**src/rtl/display_pkg.sv**
```systemverilog
// Shared types and glyph tables for the result display path.
package display_pkg;

  // Width of the packed BCD field (hundreds, tens, units).
  localparam int BCD_W = 12;

  // Per-digit content code held in the display registers.
  typedef enum logic [3:0] {
    D0, D1, D2, D3, D4, D5, D6, D7, D8, D9,
    BLANK, GLYPH_Q, GLYPH_R
  } digit_code_e;

  // Conversion sequencer states.
  typedef enum logic [1:0] {
    ST_IDLE,
    ST_SHIFT,
    ST_COMMIT
  } conv_state_e;

  // Active-low segment patterns {g,f,e,d,c,b,a}.
  localparam logic [6:0] SEG_0     = 7'h40;
  localparam logic [6:0] SEG_1     = 7'h79;
  localparam logic [6:0] SEG_2     = 7'h24;
  localparam logic [6:0] SEG_3     = 7'h30;
  localparam logic [6:0] SEG_4     = 7'h19;
  localparam logic [6:0] SEG_5     = 7'h12;
  localparam logic [6:0] SEG_6     = 7'h02;
  localparam logic [6:0] SEG_7     = 7'h78;
  localparam logic [6:0] SEG_8     = 7'h00;
  localparam logic [6:0] SEG_9     = 7'h10;
  localparam logic [6:0] SEG_Q     = 7'h18;
  localparam logic [6:0] SEG_R     = 7'h2F;
  localparam logic [6:0] SEG_BLANK = 7'h7F;

  // Map a digit code to its segment pattern.
  function automatic logic [6:0] code_to_seg(input digit_code_e code);
    logic [6:0] seg;
    case (code)
      D0:      seg = SEG_0;
      D1:      seg = SEG_1;
      D2:      seg = SEG_2;
      D3:      seg = SEG_3;
      D4:      seg = SEG_4;
      D5:      seg = SEG_5;
      D6:      seg = SEG_6;
      D7:      seg = SEG_7;
      D8:      seg = SEG_8;
      D9:      seg = SEG_9;
      GLYPH_Q: seg = SEG_Q;
      GLYPH_R: seg = SEG_R;
      default: seg = SEG_BLANK;
    endcase
    return seg;
  endfunction

  // A BCD nibble above 9 cannot occur for supported values; show it blank.
  function automatic digit_code_e nib_to_code(input logic [3:0] nib);
    return (nib <= 4'd9) ? digit_code_e'(nib) : BLANK;
  endfunction

endpackage

```
**src/rtl/bcd_dabble_seq.sv**
```systemverilog
// Sequential double-dabble: one add-3/shift iteration per clock.
module bcd_dabble_seq
  import display_pkg::*;
#(
  parameter int VAL_W = 7
) (
  input  logic             clk,
  input  logic             rst_n,
  input  logic             start,
  input  logic [VAL_W-1:0] value,
  output logic             busy,
  output logic             done,
  output logic [BCD_W-1:0] bcd
);

  localparam int SR_W  = BCD_W + VAL_W;
  localparam int CNT_W = $clog2(VAL_W + 1);

  conv_state_e      state_q, state_d;
  logic [SR_W-1:0]  sr_q, sr_d, sr_adj;
  logic [CNT_W-1:0] cnt_q, cnt_d;

  // Add 3 to every BCD nibble that is 5 or more before the shift.
  generate
    for (genvar gi = 0; gi < BCD_W / 4; gi++) begin : g_adj
      logic [3:0] nib;
      assign nib = sr_q[VAL_W + 4*gi +: 4];
      assign sr_adj[VAL_W + 4*gi +: 4] = (nib >= 4'd5) ? nib + 4'd3 : nib;
    end
  endgenerate
  assign sr_adj[VAL_W-1:0] = sr_q[VAL_W-1:0];

  // Next-state logic; a start in any state reloads and restarts from iteration 0.
  always_comb begin
    state_d = state_q;
    sr_d    = sr_q;
    cnt_d   = cnt_q;
    done    = 1'b0;
    if (start) begin
      state_d = ST_SHIFT;
      sr_d    = {{BCD_W{1'b0}}, value};
      cnt_d   = CNT_W'(VAL_W);
    end else begin
      case (state_q)
        ST_SHIFT: begin
          sr_d  = {sr_adj[SR_W-2:0], 1'b0};
          cnt_d = cnt_q - CNT_W'(1);
          if (cnt_q == CNT_W'(1)) state_d = ST_COMMIT;
        end
        ST_COMMIT: begin
          done    = 1'b1;
          state_d = ST_IDLE;
        end
        default: state_d = ST_IDLE;
      endcase
    end
  end

  // State, shift register and iteration counter.
  always_ff @(posedge clk or negedge rst_n) begin
    if (!rst_n) begin
      state_q <= ST_IDLE;
      sr_q    <= '0;
      cnt_q   <= '0;
    end else begin
      state_q <= state_d;
      sr_q    <= sr_d;
      cnt_q   <= cnt_d;
    end
  end

  assign busy = (state_q != ST_IDLE);
  assign bcd  = sr_q[SR_W-1 -: BCD_W];

endmodule

```
**src/rtl/result_display_mux.sv**
```systemverilog
// Captures divider results, converts the selected one to decimal and scans it
// onto a 4-digit common-anode 7-segment display.
module result_display_mux
  import display_pkg::*;
#(
  parameter int REFRESH_DIV = 50000,
  parameter int VAL_W       = 7
) (
  input  logic             clk,
  input  logic             rst,
  input  logic [VAL_W-1:0] q_in,
  input  logic [VAL_W-1:0] r_in,
  input  logic             div_done,
  input  logic             sel_r,
  output logic [3:0]       anodo,
  output logic [6:0]       seven,
  output logic             busy
);

  localparam int RC_W = (REFRESH_DIV > 1) ? $clog2(REFRESH_DIV) : 1;

  logic [VAL_W-1:0] q_lat_q, q_lat_d, r_lat_q, r_lat_d, conv_val;
  logic             sel_prev_q, sel_conv_q, sel_conv_d;
  logic             captured_q, captured_d, pending_q, pending_d;
  logic             lit_q, lit_d, start, sel_chg, conv_busy, conv_done;
  logic [BCD_W-1:0] bcd;
  digit_code_e      digit_q [4];
  digit_code_e      digit_d [4];
  logic [RC_W-1:0]  rc_q, rc_d;
  logic [1:0]       scan_q, scan_d;
  logic [3:0]       anodo_q, anodo_d;
  logic [6:0]       seven_q, seven_d;

  bcd_dabble_seq #(.VAL_W(VAL_W)) u_dabble (
    .clk   (clk),
    .rst_n (rst),
    .start (start),
    .value (conv_val),
    .busy  (conv_busy),
    .done  (conv_done),
    .bcd   (bcd)
  );

  // Capture, start arbitration and pending-restart tracking.
  always_comb begin
    sel_chg    = sel_r ^ sel_prev_q;
    q_lat_d    = div_done ? q_in : q_lat_q;
    r_lat_d    = div_done ? r_in : r_lat_q;
    captured_d = captured_q | div_done;
    // sel_r changes only matter once a result exists to show.
    start      = div_done | (captured_q & ~conv_busy & (sel_chg | pending_q));
    conv_val   = sel_r ? r_lat_d : q_lat_d;
    sel_conv_d = start ? sel_r : sel_conv_q;
    pending_d  = pending_q;
    if (start) pending_d = 1'b0;
    else if (sel_chg && conv_busy) pending_d = 1'b1;
  end

  // Digit codes written when a conversion commits, with leading-zero blanking.
  always_comb begin
    digit_d = digit_q;
    lit_d   = lit_q;
    if (conv_done) begin
      digit_d[3] = sel_conv_q ? GLYPH_R : GLYPH_Q;
      digit_d[2] = (bcd[11:8] == 4'd0) ? BLANK : nib_to_code(bcd[11:8]);
      digit_d[1] = (bcd[11:4] == 8'd0) ? BLANK : nib_to_code(bcd[7:4]);
      digit_d[0] = nib_to_code(bcd[3:0]);
      lit_d      = 1'b1;
    end
  end

  // Refresh counter, scan index and the registered anode/segment drive.
  always_comb begin
    rc_d    = (rc_q == RC_W'(REFRESH_DIV - 1)) ? '0 : rc_q + RC_W'(1);
    scan_d  = (rc_q == RC_W'(REFRESH_DIV - 1)) ? scan_q + 2'd1 : scan_q;
    anodo_d = lit_q ? ~(4'b0001 << scan_q) : 4'b1111;
    seven_d = lit_q ? code_to_seg(digit_q[scan_q]) : SEG_BLANK;
  end

  // All top-level state.
  always_ff @(posedge clk or negedge rst) begin
    if (!rst) begin
      q_lat_q    <= '0;
      r_lat_q    <= '0;
      sel_prev_q <= 1'b0;
      sel_conv_q <= 1'b0;
      captured_q <= 1'b0;
      pending_q  <= 1'b0;
      lit_q      <= 1'b0;
      for (int i = 0; i < 4; i++) digit_q[i] <= BLANK;
      rc_q       <= '0;
      scan_q     <= '0;
      anodo_q    <= 4'b1111;
      seven_q    <= SEG_BLANK;
    end else begin
      q_lat_q    <= q_lat_d;
      r_lat_q    <= r_lat_d;
      sel_prev_q <= sel_r;
      sel_conv_q <= sel_conv_d;
      captured_q <= captured_d;
      pending_q  <= pending_d;
      lit_q      <= lit_d;
      digit_q    <= digit_d;
      rc_q       <= rc_d;
      scan_q     <= scan_d;
      anodo_q    <= anodo_d;
      seven_q    <= seven_d;
    end
  end

  assign anodo = anodo_q;
  assign seven = seven_q;
  assign busy  = conv_busy;

endmodule

```
**config.mk**
```make
export PLATFORM = sky130hd
export DESIGN_NAME = result_display_mux
export DESIGN_NICKNAME = d
export VERILOG_FILES = /design/src/rtl/display_pkg.sv /design/src/rtl/bcd_dabble_seq.sv /design/src/rtl/result_display_mux.sv
export SDC_FILE = /design/constraint.sdc
export NUM_CORES = 1
export LEC_CHECK = 0
export CORE_MARGIN = 2
export CORE_UTILIZATION = 48
export CTS_CLUSTER_DIAMETER = 40
export DETAILED_ROUTE_END_ITERATION = 6
export PLACE_DENSITY_LB_ADDON = 0.08
export SETUP_SLACK_MARGIN = 0.02
export SYNTH_ARGS = -nofsm -noshare
export SYNTH_HDL_FRONTEND = slang
export SYNTH_SLANG_ARGS = --single-unit
```
**constraint.sdc**
```tcl
create_clock -name clk -period 2.05 [get_ports clk]
set_clock_uncertainty 0.15 [all_clocks]
set_input_delay 0.41 -clock clk [delete_from_list [all_inputs] [get_ports clk]]
set_output_delay 0.41 -clock clk [all_outputs]
set_load 0.02 [all_outputs]
```
==> flow_summary.json, run 1 <==
{
  "drive_above_1_share": 0.1719,
  "fin_cells": 556,
  "whs_path_depth": 1,
  "ys_warn_count": 0,
  "ys_seq_elements": 87,
  "viasPerCell": 5.297,
  "gp_congestion": 0.8066,
  "dp_cells": 539,
  "path_max_fanout": 10,
  "p_seq_frac": 0.538,
  "clk_pin_slew_ns": 0.09,
  "initial_core_util": 0.4895,
  "grt_pass1_vias": 2974,
  "crit_required_ns": 2.17,
  "p_per_area_nw_per_um2": 703.7,
  "endpoint_kind": "register",
  "nets": 479,
  "utilization": 0.5708,
  "syn-instance-count": 404,
  "num_antenna_cells": 0,
  "layout_commonest_cell": "dfrtp_1",
  "die_h_um": 97.62,
  "vdd_drop_max_mv": 0.4082,
  "max-slew-margin-rel": 0.6957,
  "layout_common_cells": "dfrtp_1, nand2_1, nor2_1",
  "htree_levels": 3,
  "insertion_delay_ns": 0.35,
  "grt_usage": 0.1736,
  "leakagePower_nw": 2.131,
  "timing.fmax_mhz": 520.1,
  "clock-root-buffer": "clkbuf_8",
  "cts_made_buffers": 9,
  "clkPwrFrac": 0.357,
  "synth_enable_flop_cells": 0,
  "worstSetupPathType": "reg -> reg",
  "slowest_stage": "or4b_4",
  "status": "finished, final reports clean",
  "dr.pass1.iters": 4,
  "max_stage_delay_ns": 0.55,
  "num_io_pins": 30,
  "p_comb_frac": 0.105,
  "synth_ff_type": "dfrtp_1",
  "yosysSeqAreaShare": 0.5229,
  "synth_cell_types": 44,
  "cts_tree": "built",
  "worstReg2RegStart": "rc_q[5]$_DFF_PN0_",
  "vias": 2945,
  "drtIter0Drc": 101,
  "path_cells": "or4b_4, nor4_4, buf_4, xnor2_1",
  "routed_wirelength_mm": 7.621,
  "fin_crit_sh": 0.9380,
  "drv_cap": 0,
  "post_cts_buffers": 0,
  "drcViolationCount": 0,
  "fp.dieArea_um2": 9529,
  "slew_viol_final": 0,
  "rr_worst_depth": 4,
  "r2r_slack_ns": 0.13,
  "netlist_area_um2": 4207,
  "die_width_um": 97.62,
  "coreArea_um2": 8593,
  "min-delay-start": "rc_q[0]$_DFF_PN0_",
  "p_sw_uw": 875.1,
  "hold_end": "rc_q[0]$_DFF_PN0_",
  "internal_power_mw": 2.576,
  "area_growth_pct": 16.60,
  "worst_pin_slew_ns": 0.4564,
  "hold_class": "reg -> reg",
  "rows": 34,
  "antenna_found_initial": 0,
  "synth_fp_nets": 440,
  "grt_start_max_net_pins": 88,
  "grt_pass1_wl_mm": 13.61,
  "swShare": 0.2535,
  "finalCriticalPeriod_ns": 1.923,
  "portBuffers": 29,
  "cp-start-kind": "register",
  "ant_nets": 0,
  "setup_violations": 0,
  "arrival_ns": 2.04,
  "wl_per_cell_um": 13.71,
  "r2r-end": "scan_q[0]$_DFFE_PN0N_",
  "power.total_mw": 3.452,
  "hpwlAfterDp_mm": 5.222,
  "cts_sinks": 87,
  "rsz0062_at_grt": "no",
  "synth.avg_cell_area_um2": 10.41,
  "clockBufferDepth": 2,
  "async_reset_ff_frac": 1.000,
  "overflow": 0,
  "hold_violations": 0
}
layer usage:
layer / vias up / GRT usage / wire [um]
met5: - / 0 / 0
met2: 35 / 0.2881 / 3704
met1: 1452 / 0.2268 / 3615
li1: 1449 / - / -
met4: 0 / 0.06303 / 108
met3: 9 / 0.03453 / 192
sequential cells by signal, summed over array words and instances (netlist names):
name              cells
u_dabble.state_q      2
scan_q                2
sel_conv_q            1
u_dabble.cnt_q        3
digit_q              15
lit_q                 1
seven                 7
q_lat_q               7
pending_q             1
r_lat_q               7
captured_q            1
sel_prev_q            1
anodo                 4
u_dabble.sr_q        19
rc_q                 16
through the flow:
| step | setup TNS (ns) | cell area (um2) | hold slack (ns) | setup WS (ns) |
|---|---|---|---|---|
| 6_report | 0 | 4905 | 0.3075 | 0.1271 |
| 5_1_grt | 0 | 4905 | 0.3297 | 0.02846 |
| 4_1_cts | 0 | 4897 | 0.3118 | 0.04951 |
| 3_5_place_dp | -0.002896 | 4696 | 0.2996 | -0.002896 |
| 3_3_place_gp | 0 | 4696 | 0.2878 | 0.05248 |
| 2_1_floorplan | 0 | 4209 | -0.03559 | 0.04337 |
timing repair:
| item | 4_1_cts | 5_1_grt |
|---|---|---|
| setup endpoints to repair | 12 | 2 |
| hold buffers | 1 | 0 |
| gates resized for setup | 12 | 3 |
| cloned | 0 | 0 |
| endpoints found under the hold margin | 69 | 0 |
power by group through the flow:
stage	sequential (mW)	clock [mW]	combinational, mW
5_1_grt	1.87	1.35	0.420
4_1_cts	1.86	1.28	0.372
3_3_place_gp	1.89	0	0.359
6_report	1.86	1.23	0.363
2_1_floorplan	1.87	0	0.235
3_5_place_dp	1.89	0	0.370
worst max path at each step:
stage	cells past startpoint	start	to	slack, ns
after floorplan	6	scan_q[0]$_DFFE_PN0N_	seven[0]$_DFF_PN1_	0.04
after global placement	7	sel_r	u_dabble.sr_q[4]$_DFFE_PN0P_	0.05
after detailed placement	7	sel_r	u_dabble.sr_q[4]$_DFFE_PN0P_	-0.003
after CTS	5	scan_q[0]$_DFFE_PN0N_	seven[0]$_DFF_PN1_	0.05
after global routing	6	u_dabble.sr_q[15]$_DFFE_PN0P_	digit_q[9]$_DFFE_PN1P_	0.03
final	4	rc_q[5]$_DFF_PN0_	scan_q[0]$_DFFE_PN0N_	0.13
logic make-up after synthesis:
family | Yosys count | share of synthesized area
buf+inv | 34 | 0.03599
fa+ha+maj | 18 | 0.05354
simple gates | 153 | 0.1734
compound gates | 64 | 0.09132
flops | 87 | 0.5229
mux | 30 | 0.08536
xor+xnor | 18 | 0.03748
cells in the mapped netlist (all sizes together) (5+ instances only):
master   n  area share
a21oi   25       0.030
and3     7       0.010
buf      9       0.014
clkbuf   9      0.0080
dfrtp   69        0.41
dfstp   18        0.11
ha      18       0.054
inv     16       0.014
mux2    17       0.046
mux2i   10       0.024
nand2   68       0.061
nand2b   7       0.010
nand3    8      0.0095
nor2    36       0.032
nor2b    5      0.0074
o21ai   19       0.023
xnor2    9       0.019
xor2     9       0.019
area by class of cell:
| class | instances | area [um2] |
|---|---|---|
| inverters | 16 | 60.06 |
| fillers | 768 | 3689 |
| repair buffers | 46 | 440.4 |
| well taps | 108 | 135.1 |
| multi-input cells | 283 | 1863 |
| flip-flops and latches | 87 | 2200 |
| clock buffers | 10 | 137.6 |
| clock inverters | 6 | 68.82 |
worst max-delay path: cells and delay by family (launching register included):
kind	cells	cell delay, ns
simple gates	2	0.86
flops	1	0.42
buf+inv	1	0.24
xor+xnor	1	0.15
Power figures use the tool's default switching activity.
==> run 2, diff against run 1 <==
Settings changed: GPL_ROUTABILITY_DRIVEN from default to 1, SYNTH_HIERARCHICAL from default to 1.
==> flow_summary.json, run 2 <==
{
  "fillCellCount": 767,
  "cts_made_buffers": 9,
  "swShare": 0.2294,
  "whs_path_depth": 1,
  "met1Wirelength_mm": 3.843,
  "die_width_um": 99.07,
  "fin_area_um2": 5175,
  "p_per_area_nw_per_um2": 704.3,
  "layout_commonest_cell": "dfrtp_1",
  "wl_met3_um": 255,
  "cts_tree": "built",
  "synth_area_leaders": "dfrtp_1, dfstp_2, mux2_2, ha_1, o21ai_0",
  "rsz0062_at_grt": "yes",
  "largest_reg_flops": 19,
  "max-slew-margin-rel": 0.7223,
  "yosysSeqAreaShare": 0.5071,
  "arrival_ns": 2.08,
  "netlist_area_um2": 4338,
  "ys_warn_count": 6,
  "syn-instance-count": 405,
  "rows": 34,
  "fin_cells": 565,
  "grt_start_max_net_pins": 38,
  "internal_power_mw": 2.808,
  "drive_above_1_share": 0.2232,
  "vdd_drop_max_mv": 0.4023,
  "dp_cells": 545,
  "grt_usage": 0.1759,
  "portBuffers": 29,
  "async_reset_ff_frac": 1.000,
  "drv_cap": 0,
  "min-delay-start": "sel_conv_q$_DFFE_PN0P_",
  "top_layer": "met4",
  "r2r-end": "seven[3]$_DFF_PN1_",
  "leakagePower_nw": 2.186,
  "synth_ff_type": "dfrtp_1",
  "clk_pin_slew_ns": 0.09,
  "hpwlAfterDp_mm": 5.710,
  "hold_class": "reg -> reg",
  "endpoint_kind": "register",
  "pre_cts_ws_ns": -0.2976,
  "num_io_pins": 30,
  "rr_worst_depth": 6,
  "htree_levels": 3,
  "whs_ns": 0.3182,
  "ant_nets": 0,
  "crit_required_ns": 2.15,
  "overflow": 0,
  "synth_cell_types": 49,
  "p_comb_frac": 0.101,
  "fp.dieArea_um2": 9814,
  "wl_met2_mm": 4.110,
  "drcViolationCount": 0,
  "clockBufferDepth": 2,
  "synth.avg_cell_area_um2": 10.71,
  "clock-root-buffer": "clkbuf_8",
  "cp-start-kind": "input port",
  "dr.pass1.iters": 4,
  "synth_enable_flop_cells": 0,
  "antenna_found_initial": 0,
  "gp_congestion": 0.8319,
  "worst_pin_slew_ns": 0.4166,
  "top_regs": "u_dabble/sr_q: 19 flops, rc_q: 16 flops, digit_q: 15 flops",
  "finalCriticalPeriod_ns": 1.976,
  "timing.fmax_mhz": 506.2,
  "utilization": 0.5905,
  "vias": 3033,
  "ys_seq_elements": 87,
  "cts_sinks": 87,
  "setup_violations": 0,
  "yosys.area.top_type": "dfrtp_1",
  "insertion_delay_ns": 0.35,
  "path_max_fanout": 11,
  "fin_crit_sh": 0.9637,
  "area_growth_pct": 19.30,
  "wl_per_cell_um": 14.61,
  "hold_end": "digit_q[1]$_DFFE_PN1P_",
  "worstSetupPathType": "in -> reg",
  "coreArea_um2": 8763,
  "grt_pass1_vias": 3039,
  "synth_top_area_frac": 0.3980,
  "routed_wirelength_mm": 8.253,
  "clkPwrFrac": 0.388,
  "layout_common_cells": "dfrtp_1, nand2_1, nor2_1",
  "worstReg2RegStart": "scan_q[0]$_DFFE_PN0N_",
  "slew_viol_final": 0,
  "p_sw_uw": 836.1,
  "hold_violations": 0,
  "regMostFlops": "u_dabble/sr_q",
  "die_h_um": 99.07,
  "synth.most_common_cell": "dfrtp_1",
  "nets": 488,
  "grt_pass1_wl_mm": 14.03,
  "status": "finished, final reports clean",
  "num_antenna_cells": 0,
  "r2r_slack_ns": 0.11,
  "setup_ws_ns": 0.07446,
  "p_seq_frac": 0.511,
  "yosys-top-cells-count": "dfrtp_1, nand2_1, o21ai_0",
  "initial_core_util": 0.4950,
  "synth_fp_nets": 441,
  "drtIter0Drc": 72,
  "viasPerCell": 5.368,
  "post_dp_cell_area_um2": 4881
}
-- run 2: power by group through the flow --
stage / registers [mW] / logic (mW) / clock network [mW]
global placement: 1.89 / 0.356 / 0
CTS: 1.86 / 0.362 / 1.46
finish: 1.86 / 0.366 / 1.41
detailed placement: 1.90 / 0.364 / 0
floorplan: 1.88 / 0.226 / 0
global route: 1.87 / 0.410 / 1.54
-- run 2: cell families (layout without fill, tap and decap cells) --
family	Yosys count	count (layout)	share of synthesized area
xor gates and xnor gates	17	17	0.03433
buffers and inverters	46	98	0.04759
muxes	35	35	0.09691
adders and majority gates	18	18	0.05192
DFF	87	87	0.5071
AOI/OAI and AO/OA	77	77	0.1110
and+or+nand+nor	125	125	0.1511
-- run 2: timing repair --
item / CTS / global route
gates resized for setup: 11 / 6
hold buffers: 1 / 0
setup endpoints to repair: 11 / 8
cloned: 0 / 1
endpoints found under the hold margin: 17 / 0
pin swaps: 0 / 2
setup buffers: 0 / 2
-- run 2: layout make-up --
| type | count | area (um2) | area share |
|---|---|---|---|
| clock inverter | 5 | 107.6 | 0.02079 |
| sequential | 87 | 2202 | 0.4255 |
| multi-input combinational | 272 | 1961 | 0.3789 |
| timing repair buffer | 56 | 540.5 | 0.1044 |
| clock buffer | 11 | 131.4 | 0.02539 |
| tap | 108 | 135.1 | 0.02611 |
| inverter | 26 | 97.59 | 0.01886 |
-- run 2: routing by layer --
layer,up-vias,track usage
met5,-,0
met4,0,0.04110
met3,4,0.03830
met2,43,0.3009
met1,1488,0.2294
li1,1498,-
-- run 2: metrics by stage --
step / power, mW / TNS (ns)
2_1_floorplan: 2.110 / -0.8000
3_3_place_gp: 2.248 / -5.261
3_5_place_dp: 2.260 / -6.683
4_1_cts: 3.688 / 0
5_1_grt: 3.821 / -0.002274
6_report: 3.645 / 0
-- run 2: how the worst max path moves through the flow --
stage / endpoint / from / cells past startpoint
floorplan: digit_q[2]$_DFFE_PN0P_ / sel_r / 9
global placement: u_dabble/sr_q[9]$_DFFE_PN0P_ / sel_r / 7
detailed placement: u_dabble/sr_q[13]$_DFFE_PN0P_ / sel_r / 7
CTS: anodo[3] / anodo[3]$_DFF_PN1_ / 1
global route: seven[3]$_DFF_PN1_ / scan_q[0]$_DFFE_PN0N_ / 6
finish: u_dabble/sr_q[12]$_DFFE_PN0P_ / sel_r / 7
-- run 2: critical path, stage by stage --
cell             delay (ns)
clkdlybuf4s50_1        0.45
xor2_1                 0.19
o21ai_2                0.18
nand2b_4               0.12
buf_12                 0.16
or3_1                  0.37
o211ai_1               0.20
==> run 3, diff against run 2 <==
Settings changed: CTS_CLUSTER_SIZE from default to 40.
==> results of run 3 <==
The final DEF is identical to that of run 2; final timing and power are the same.
